`config.mk`:
```
export PLATFORM = sky130hd
export DESIGN_NAME = uart_rx_sampler
export DESIGN_NICKNAME = d
export VERILOG_FILES = /design/src/rtl/uart_rx_sampler.sv
export SDC_FILE = /design/constraint.sdc
export NUM_CORES = 1
export LEC_CHECK = 0
export CAP_MARGIN = 20
export CORE_MARGIN = 2
export CORE_UTILIZATION = 57
export DETAILED_ROUTE_END_ITERATION = 10
export PLACE_DENSITY = 0.88
export SLEW_MARGIN = 30
export SYNTH_ARGS = -nofsm -noshare
export SYNTH_HDL_FRONTEND = slang
export SYNTH_SLANG_ARGS = --single-unit
```
`constraint.sdc`:
```
create_clock -name CLK -period 3.98 [get_ports CLK]
set_input_delay 1.194 -clock CLK [delete_from_list [all_inputs] [get_ports CLK]]
set_output_delay 1.194 -clock CLK [all_outputs]
set_load 0.01 [all_outputs]
```
`src/rtl/uart_rx_sampler.sv`:
```
// uart_rx_sampler
//   Oversampling front end of the UART receiver. Tracks the oversampling edge
//   within each bit and the bit index within the frame, takes three samples
//   around the bit centre and emits the majority vote once per bit period.
//
// Ports
//   CLK              oversampling clock
//   RST              asynchronous reset, active low
//   RX_IN            serial line, already synchronised to CLK
//   Prescale         oversampling ratio (8, 16 or 32; anything else runs as 8)
//   sampler_en       run enable from the RX control FSM
//   sampled_bit      majority-voted value of the current bit (idles at 1)
//   Sample_Available one-cycle strobe marking sampled_bit as new
//   edge_cnt         oversampling edge index within the current bit
//   bit_cnt          bit index within the frame
module uart_rx_sampler #(
  parameter int PRESCALE_W = 6,
  parameter int BIT_CNT_W  = 4
) (
  input  logic                  CLK,
  input  logic                  RST,
  input  logic                  RX_IN,
  input  logic [PRESCALE_W-1:0] Prescale,
  input  logic                  sampler_en,
  output logic                  sampled_bit,
  output logic                  Sample_Available,
  output logic [PRESCALE_W-1:0] edge_cnt,
  output logic [BIT_CNT_W-1:0]  bit_cnt
);

  localparam logic [PRESCALE_W-1:0] P_8  = PRESCALE_W'(8);
  localparam logic [PRESCALE_W-1:0] P_16 = PRESCALE_W'(16);
  localparam logic [PRESCALE_W-1:0] P_32 = PRESCALE_W'(32);
  localparam logic [PRESCALE_W-1:0] ONE  = PRESCALE_W'(1);

  logic                  en_q;
  logic [PRESCALE_W-1:0] p_q;
  logic                  s0;
  logic                  s1;

  logic                  en_rise;
  logic [PRESCALE_W-1:0] p_sel;
  logic [PRESCALE_W-1:0] mid;
  logic [PRESCALE_W-1:0] mid_lo;
  logic [PRESCALE_W-1:0] mid_hi;
  logic [PRESCALE_W-1:0] p_last;
  logic                  vote;

  // en_q resets low, so an enable already high when reset releases is seen
  // as a fresh start and re-latches the ratio.
  assign en_rise = sampler_en & ~en_q;

  always_comb begin
    p_sel = P_8;
    if ((Prescale == P_8) || (Prescale == P_16) || (Prescale == P_32)) begin
      p_sel = Prescale;
    end
  end

  assign mid    = p_q >> 1;
  assign mid_lo = mid - ONE;
  assign mid_hi = mid + ONE;
  assign p_last = p_q - ONE;
  assign vote   = (s0 & s1) | (s0 & RX_IN) | (s1 & RX_IN);

  always_ff @(posedge CLK or negedge RST) begin
    if (!RST) begin
      en_q             <= 1'b0;
      p_q              <= P_8;
      edge_cnt         <= '0;
      bit_cnt          <= '0;
      s0               <= 1'b0;
      s1               <= 1'b0;
      sampled_bit      <= 1'b1;
      Sample_Available <= 1'b0;
    end else begin
      en_q             <= sampler_en;
      Sample_Available <= 1'b0;
      if (!sampler_en) begin
        // Disable has priority over a coinciding sample point; the last
        // voted bit is kept for the downstream checkers.
        edge_cnt <= '0;
        bit_cnt  <= '0;
        s0       <= 1'b0;
        s1       <= 1'b0;
      end else if (en_rise) begin
        // The latch cycle counts as edge 0, so the counter holds here.
        p_q      <= p_sel;
        edge_cnt <= '0;
        bit_cnt  <= '0;
      end else begin
        if (edge_cnt == p_last) begin
          edge_cnt <= '0;
          bit_cnt  <= bit_cnt + 1'b1;
        end else begin
          edge_cnt <= edge_cnt + ONE;
        end
        if (edge_cnt == mid_lo) begin
          s0 <= RX_IN;
        end
        if (edge_cnt == mid) begin
          s1 <= RX_IN;
        end
        if (edge_cnt == mid_hi) begin
          sampled_bit      <= vote;
          Sample_Available <= 1'b1;
        end
      end
    end
  end

endmodule

```
Word level (Yosys, flattened, before mapping)

Index checks and enable logic that the tools add are counted.

Add/subtract/negate cells: 5
Eq/ne operators: 11
Mux-type cells: 16
Bitwise logic cells: 8
Reduce and logical (&&, ||, !) cells: 6

Operator list:

| cell                                                                     | number |
|---|---|
| 6-bit 2-to-1 mux                                                         | 4 |
| 6-bit == test                                                            | 3 |
| 4-bit 2-to-1 mux                                                         | 3 |
| 1-bit 2-to-1 mux                                                         | 9 |
| 5-bit by 1-bit adder with 6-bit output (second input constant)           | 1 |
| 6-bit by 1-bit adder with 6-bit output (second input constant)           | 1 |
| 6-bit by 4-bit == test with 1-bit output (second input constant)         | 1 |
| 6-bit by 5-bit == test with 1-bit output                                 | 1 |
| 6-bit by 5-bit == test with 1-bit output (second input constant)         | 1 |
| 6-bit == test (second input constant)                                    | 1 |
| 2-bit AND reduction                                                      | 3 |
| 5-bit by 1-bit subtractor with 6-bit output (second input constant)      | 1 |
| 6-bit by 1-bit subtractor with 6-bit output (second input constant)      | 1 |
| 4-bit by 1-bit adder with 4-bit output (second input constant)           | 1 |
| 1-bit AND                                                                | 4 |
| 2-bit by 1-bit inequality test with 1-bit output (second input constant) | 2 |
| 3-bit by 1-bit inequality test with 1-bit output (second input constant) | 1 |
| 3-bit AND reduction                                                      | 1 |
| 1-bit logical OR                                                         | 2 |
| 2-bit inequality test (second input constant)                            | 1 |
| 1-bit inverter                                                           | 2 |
| 1-bit OR                                                                 | 2 |

Register bits: 21
Input bits: 10
Output and inout bits: 12
Word-level logic and storage cells: 54

Logic depth before layout (Yosys ltp)

Gate-level depths: netlist of run 1.

Word-level depth: 5
Gate-level depth with buffers: 8

Least setup slack after synthesis of run 1

No wires, ideal clock.

Kind: flip-flop to flip-flop
Start: register p_q[1]
End: register bit_cnt[3]
Setup time: 0.079 ns
Arrival: 2.079 ns
Setup slack: 1.822 ns
Cell stages (with the launch flop): 8
Path buffers: 0
Period minus slack after synthesis: 2.158 ns
Cells stage by stage: dfrtp_1 > inv_1 > ha_1 > nor2b_1 > or3_1 > a31o_2 > or4_1 > a21oi_1

Word-level cells in the longest chain between the ends: 3

Ends and longest elaborated chain:

| element                                                           | RTL line | source |
|---|---|---|
| start, declared                                                   | 37       | `logic [PRESCALE_W-1:0] p_q;` |
| start signal, assigned                                            | 88       | `p_q <= p_sel;` |
| 6-bit by 1-bit subtractor with 6-bit output                       | 63       | `assign p_last = p_q - ONE;` |
| 6-bit == test                                                     | 92       | `if (edge_cnt == p_last) begin` |
| 3-bit by 1-bit inequality test with 1-bit output (no source line) | -        |  |
| end signal, assigned                                              | 94       | `bit_cnt <= bit_cnt + 1'b1;` |
| end, declared                                                     | 28       | `output logic [BIT_CNT_W-1:0] bit_cnt` |

Every way passes these cells.
A chain may end at the register's enable or synchronous reset.

Final worst setup path of run 1

Start: register edge_cnt[2]
End: output edge_cnt[2]

RTL lines:

| element                | RTL line | source |
|---|---|---|
| start, declared        | 27       | `output logic [PRESCALE_W-1:0] edge_cnt,` |
| start signal, assigned | 96       | `edge_cnt <= edge_cnt + ONE;` |

No word-level cell between the ends.

==> qor.csv, run 1 <==
stage,metric,value,unit
clock_network,Inserted Clock Buffers,3,
logic_synthesis,YS warnings,0,
timing,unrepaired setup endpoints after global routing,false,
global_route,global-route wire length before repair,4960,µm
cells_and_area,fill cell count,176,
floorplan,Core Rows,17,
setup_path,cell family with most CP delay,flip-flops,
detailed_routing,WL final,2970,µm
global_route,vias in the first global route,1167,
timing,FMAX,0.356,GHz
timing,Slew @ Worst Pin,0.576,ns
power_and_ir_drop,P per Cell Area,238,nW/µm²
global_route,GRT Resource Usage Total,0.245,
worst_hold_path,HP Class,reg -> reg,
floorplan,Die H,53.3,µm
cells_and_area,Util after Layout,0.721,
timing,Max-slew headroom,0.606,
setup_path,CP required,2.79,ns
floorplan,die area,2850,µm²
timing,final setup fails,0,
clock_network,clock transition at the registers of the reported paths,0.12,ns
cells_and_area,antenna fix cells,0,
logic_synthesis,#FFs+latches synth,21,
power_and_ir_drop,Leak,0.000637,µW
floorplan,Die Wd,53.3,µm
cells_and_area,Area Growth Syn to Fin,17.2,%
timing,final slew viol count,0,
clock_network,H-tree Lvls,1,
setup_path,CP cell instances,clkdlybuf4s50_1,
detailed_routing,TritonRoute pass-1 iters,4,
setup_path,R2R setup slack,1.58,ns
global_route,grt total ovfl,0,
logic_synthesis,"Async S/R FF share, synth",1.00,
setup_path,crit-path max FO,14,
power_and_ir_drop,Max IR drop VDD,252,µV
setup_path,Crit-path slowest cell,dfrtp_1,
detailed_routing,Antenna Violating Nets Remaining,0,
placement,I/O Buffers,21,
floorplan,Initial Utilization,0.615,
timing,minimum clock period,2.81,ns
setup_path,Worst setup EP type,primary output,
placement,placed insts,188,
detailed_routing,DRT iter0 DRCs,31,
clock_network,Post-CTS Setup Repair Bufs,0,
floorplan,num ports,22,
placement,Post-DP HPWL,2290,µm
status,result of the run,completed,
setup_path,startpoint type of the worst setup path,flop,
clock_network,worst-case clock buffer depth,2,
detailed_routing,number of remaining DRC errors,0,
timing,final setup TNS,0,ns
clock_network,Post-CTS Hold Buffers,0,
logic_synthesis,"Top FF cell, synth",dfrtp_1,
cells_and_area,fin nets,181,
cells_and_area,share of layout cells above drive strength 1,0.0671,
timing,Clock Skew,0.00362,ns
logic_synthesis,Syn Nets,162,
logic_synthesis,post-synthesis cell count,146,
job,max cap viols,0,
detailed_routing,Vias,1166,
clock_network,Clock Latency Late Sink,0.32,ns
clock_network,# clock sinks,21,
logic_synthesis,Mean Syn Cell Area,9.50,µm²
placement,gpl congestion,0.848,
logic_synthesis,synthesized area,1390,µm²
clock_network,clk root buf,clkbuf_4,
timing,final hold vios,0,
cells_and_area,Finished Layout Cells,192,
global_route,initial antenna violation count,0,
floorplan,area of the core,2250,µm²
detailed_routing,Vias/cell,6.07,
timing,final worst path period share,0.706,
detailed_routing,per-cell routed wire length,15.5,µm
clock_network,CTS tree,built,
logic_synthesis,Post-synth EDFFs,0,
clock_network,Post-CTS Resized,0,
logic_synthesis,Yosys cell types,42,
logic_synthesis,sequential element share of the synthesized area,0.381,
global_route,largest net degree at the start of global routing,22,
setup_path,"Arr. time, crit path",1.62,ns
setup_path,Setup CP Type,reg -> out,
power_and_ir_drop,total power draw,388,µW
setup_path,Slowest Stage Delay on Critical Path,0.67,ns
setup_path,buffer and inverter count on the worst path,1,
-- cells in the final DEF, fill, tap and decap left out, types with 3 or more instances in the layout --
| master | instances |
|---|---|
| clkdlybuf4s50_1 | 20 |
| dfrtp_1 | 19 |
| xnor2_1 | 13 |
| nand2_1 | 11 |
| xor2_1 | 8 |
| nor2_1 | 7 |
| a21oi_1 | 6 |
| nand3_1 | 6 |
| nor3_1 | 6 |
| ha_1 | 6 |
| inv_1 | 4 |
| nor2b_1 | 4 |
| and2_1 | 4 |
| nand2b_1 | 4 |
| o21ai_0 | 3 |
| o211ai_1 | 3 |
| o31ai_1 | 3 |
| clkbuf_4 | 3 |
-- area by class of cell --
type                       count  area, µm²  area share
tap                           28       35.0      0.0215
clock buffer                   3       22.5      0.0138
multi-input combinational    114        816       0.502
clock inverter                 1       5.00     0.00308
inverter                       4       15.0     0.00923
timing repair buffer          21        205       0.126
sequential                    21        528       0.325
-- tightest hold or removal path: cells and delay by family, from the launching register on --
family           cells  cell delay, ns
DFF                  1            0.40
muxes                1            0.06
and+or+nand+nor      1            0.07
-- registers in the layout, indices dropped and copies added (netlist names) --
| register | count |
|---|---|
| Sample_Available | 1 |
| en_q | 1 |
| s0 | 1 |
| bit_cnt | 4 |
| edge_cnt | 6 |
| sampled_bit | 1 |
| p_q | 6 |
| s1 | 1 |
-- through the flow --
stage               hold WS, ns  setup WS (ns)  instance area, µm²
floorplan                 0.511           1.82                1390
global placement          0.532           1.28                1600
detailed placement        0.552           1.25                1600
CTS                       0.569           1.18                1630
global route              0.586           1.11                1630
finish                    0.564           1.17                1630
-- Yosys cell counts (4+ instances only) --
cell type | instances | area [µm²]
clkbuf_1 | 4 | 15.0
inv_1 | 4 | 15.0
nand3_1 | 6 | 30.0
nor2_1 | 7 | 26.3
xor2_1 | 8 | 70.1
xnor2_1 | 13 | 114
nor3_1 | 6 | 30.0
nand2b_1 | 4 | 25.0
nand2_1 | 11 | 41.3
nor2b_1 | 4 | 25.0
ha_1 | 6 | 75.1
and2_1 | 4 | 25.0
dfrtp_1 | 19 | 475
a21oi_1 | 6 | 30.0
-- where the power goes --
part	leakage, µW	switching [µW]	internal (µW)
Clock	0.0000177	70.2	37.6
Sequential	0.000283	9.31	219
Combinational	0.000336	25.7	25.8
-- path summary, 6_finish.rpt --
kind	startpoint	cells after the start	to
setup / recovery	edge_cnt[2]$_DFF_PN0_	1	edge_cnt[2]
hold / removal	s0$_DFFE_PN0P_	2	s0$_DFFE_PN0P_
setup reg to reg	p_q[2]$_DFFE_PN0P_	7	bit_cnt[3]$_DFFE_PN0P_
hold reg to reg	s0$_DFFE_PN0P_	2	s0$_DFFE_PN0P_
max in group asynchronous	RST	1	p_q[3]$_DFFE_PN1P_
min in group asynchronous	RST	1	bit_cnt[3]$_DFFE_PN0P_
-- kinds of logic (layout without fill, tap and decap cells) --
family / after synthesis / count (layout) / share of synthesized area
compound gates: 26 / 26 / 0.139
simple gates: 57 / 57 / 0.230
flops: 21 / 21 / 0.381
xor+xnor: 21 / 21 / 0.133
mux: 3 / 3 / 0.0252
buf+inv: 11 / 29 / 0.0316
fa+ha+maj: 7 / 7 / 0.0613
-- layer usage --
layer  wire length, µm  global-route usage  share of wire
met5                 0                   0              0
met4                65               0.115          0.022
met3               123              0.0367          0.041
met2              1530               0.442           0.52
met1              1250               0.279           0.42
No activity file was read; power rests on OpenSTA's default activity.
==> inputs of run 2 (changes only) <==
--- a/config.mk
+++ b/config.mk
@@ -7,9 +7,9 @@
 export LEC_CHECK = 0
 export CAP_MARGIN = 20
 export CORE_MARGIN = 2
-export CORE_UTILIZATION = 57
+export CORE_UTILIZATION = 53
 export DETAILED_ROUTE_END_ITERATION = 10
-export PLACE_DENSITY = 0.88
+export PLACE_DENSITY = 0.83
 export SLEW_MARGIN = 30
 export SYNTH_ARGS = -nofsm -noshare
 export SYNTH_HDL_FRONTEND = slang
==> constraint.sdc (replaced) <==
create_clock -name CLK -period 2.8 [get_ports CLK]
set_input_delay 0.84 -clock CLK [delete_from_list [all_inputs] [get_ports CLK]]
set_output_delay 0.84 -clock CLK [all_outputs]
set_load 0.01 [all_outputs]
==> run 2 against run 1 <==
Setup slack got worse by 0.78 ns. Count of clock-buffer cells in the layout unchanged. Total power increased by 42%. Largest cell class unchanged. Largest power group unchanged.
==> qor.csv, run 2 (same netlist as run 1, synthesis figures left out) <==
stage,metric,value,unit,change
detailed_routing,TritonRoute pass-1 iters,4,,unchanged
placement,gpl congestion,0.804,,-5.2%
clock_network,Clock Latency Late Sink,0.31,ns,about the same
cells_and_area,most frequent cells in the layout,"clkdlybuf4s50_1 (21), dfrtp_1 (19), xnor2_1 (13)",,
global_route,vias in the first global route,1091,,-6.5%
global_route,GRT Resource Usage Total,0.228,,-0.0172
setup_path,Slowest Stage Delay on Critical Path,0.53,ns,-0.14 ns
cells_and_area,share of layout cells above drive strength 1,0.0667,,-0.000407
cells_and_area,"most common cell after layout, fill and taps aside",clkdlybuf4s50_1,,
clock_network,CTS tree,built,,
timing,hold slack,0.558,ns,-0.00634 ns
global_route,largest net degree at the start of global routing,22,,unchanged
setup_path,Crit-path slowest cell,dfrtp_1,,
detailed_routing,per-cell routed wire length,15.1,µm,-2.0%
clock_network,Post-CTS Setup Repair Bufs,0,,unchanged
clock_network,Post-CTS Resized,0,,unchanged
timing,Slew @ Worst Pin,0.638,ns,+0.0611 ns
timing,final setup TNS,0,ns,unchanged
global_route,global-route wire length before repair,4900,µm,-1.2%
global_route,initial antenna violation count,0,,unchanged
setup_path,reg2reg end,bit_cnt[3]$_DFFE_PN0P_,,
placement,Placed Instance Area,1610,µm²,+0.62%
floorplan,die area,3040,µm²,+7.0%
power_and_ir_drop,Leak,0.000641,µW,+0.75%
detailed_routing,Vias,1155,,-0.94%
timing,final setup fails,0,,unchanged
timing,final worst path period share,0.859,,
job,max cap viols,0,,unchanged
setup_path,"Arr. time, crit path",2.64,ns,+1.02 ns
setup_path,crit-path max FO,11,,-3
setup_path,CP required,3.03,ns,+0.24 ns
floorplan,Die Wd,55.2,µm,+3.4%
cells_and_area,antenna fix cells,0,,unchanged
cells_and_area,Reg area,528,µm²,unchanged
placement,Post-DP HPWL,2300,µm,+0.39%
worst_hold_path,Hold Crit Depth,2,,unchanged
floorplan,Initial Utilization,0.560,,-0.0553
cells_and_area,post-route cell area,1640,µm²,+0.92%
setup_path,crit path from,p_q[2]$_DFFE_PN0P_,,
timing,final slew viol count,0,,unchanged
timing,FMAX,0.416,GHz,
setup_path,R2R setup slack,0.39,ns,-1.19 ns
setup_path,Setup CP Type,reg -> reg,,
floorplan,Die H,55.2,µm,+3.4%
clock_network,Post-CTS Hold Buffers,0,,unchanged
detailed_routing,Vias/cell,5.92,,-2.5%
timing,unrepaired setup endpoints after global routing,false,,
setup_path,buffer and inverter count on the worst path,1,,unchanged
power_and_ir_drop,Max IR drop VDD,361,µV,+43%
setup_path,r2r startpoint,p_q[2]$_DFFE_PN0P_,,
cells_and_area,Area Growth Syn to Fin,18.3,%,
clock_network,worst-case clock buffer depth,2,,unchanged
timing,final hold vios,0,,unchanged
detailed_routing,WL final,2950,µm,-0.51%
cells_and_area,largest registers,"edge_cnt (6), p_q (6), bit_cnt (4)",,
clock_network,H-tree Lvls,1,,unchanged
detailed_routing,Antenna Violating Nets Remaining,0,,unchanged
setup_path,startpoint type of the worst setup path,flop,,
setup_path,Worst setup EP type,flop,,
timing,Max-slew headroom,0.564,,-0.0418
setup_path,CP cell instances,inv_1 > ha_1 > nor3b_1 > and3_1 > o211ai_1 > or4_1 > a21oi_1,,
floorplan,num ports,22,,unchanged
clock_network,Inserted Clock Buffers,3,,unchanged
worst_hold_path,Hold Path End,bit_cnt[3]$_DFFE_PN0P_,,
power_and_ir_drop,P per Cell Area,335,nW/µm²,+40%
worst_hold_path,HP Start,bit_cnt[3]$_DFFE_PN0P_,,
floorplan,Core Rows,18,,+1
cells_and_area,fin nets,182,,+0.55%
timing,minimum clock period,2.41,ns,
clock_network,# clock sinks,21,,unchanged
clock_network,clk root buf,clkbuf_4,,
setup_path,cell family with most CP delay,simple AND/OR/NAND/NOR gates,,
worst_hold_path,HP Class,reg -> reg,,
detailed_routing,number of remaining DRC errors,0,,unchanged
placement,I/O Buffers,21,,unchanged
clock_network,clock transition at the registers of the reported paths,0.11,ns,about the same
setup_path,R2R cell count,7,,unchanged
detailed_routing,DRT iter0 DRCs,27,,-13%
cells_and_area,fill cell count,195,,+11%
timing,Clock Skew,0.00956,ns,+0.00593 ns
floorplan,area of the core,2480,µm²,+9.9%
status,result of the run,completed,,
global_route,grt total ovfl,0,,unchanged
cells_and_area,Multi-input gate area,816,µm²,unchanged
run 2: how the worst max path moves through the flow:
stage / end / slack, ns / cells past startpoint
3_5_place_dp: sampled_bit$_DFFE_PN1P_ / 0.40 / 4
3_3_place_gp: sampled_bit$_DFFE_PN1P_ / 0.45 / 4
2_1_floorplan: bit_cnt[3]$_DFFE_PN0P_ / 0.64 / 7
5_1_grt: edge_cnt[1]$_DFF_PN0_ / 0.15 / 7
4_1_cts: edge_cnt[2] / 0.40 / 1
6_report: bit_cnt[3]$_DFFE_PN0P_ / 0.39 / 7
run 2: layer usage:
metal / share of wire / vias up / wire length (µm) / GRT usage
li1: - / 558 / - / -
met1: 0.43 / 557 / 1280 / 0.294
met5: 0 / - / 0 / 0
met3: 0.035 / 9 / 104 / 0.0242
met2: 0.52 / 31 / 1520 / 0.405
met4: 0.013 / 0 / 39 / 0.0610
run 2: area by class of cell:
| class | instances | share of cell area |
|---|---|---|
| Multi-Input combinational cell | 114 | 0.497 |
| Tap cell | 30 | 0.0229 |
| Inverter | 4 | 0.00915 |
| Clock buffer | 3 | 0.0137 |
| Sequential cell | 21 | 0.322 |
| Clock inverter | 1 | 0.00305 |
| Timing Repair Buffer | 22 | 0.133 |
run 2: worst reg2reg max path, cell delays in order, from the launching register on:
cell and delay, ns:
dfrtp_1 0.53, inv_1 0.14, ha_1 0.24, nor3b_1 0.33, and3_1 0.24, o211ai_1 0.19
or4_1 0.51, a21oi_1 0.14
run 2: power by group:
group          switching (µW)  internal [µW]
sequential               13.8            311
clock                    96.8           53.3
combinational            35.9           38.3
total                     146            403
run 2: per-stage QoR:
step / utilization / instances / power (µW) / worst slack (ns)
after global placement: 0.652 / 191 / 400 / 0.450
after global routing: 0.663 / 195 / 578 / 0.148
after detailed placement: 0.652 / 191 / 405 / 0.404
final: 0.663 / 195 / 549 / 0.395
after CTS: 0.663 / 195 / 550 / 0.400
after floorplan: - / 146 / 370 / 0.642
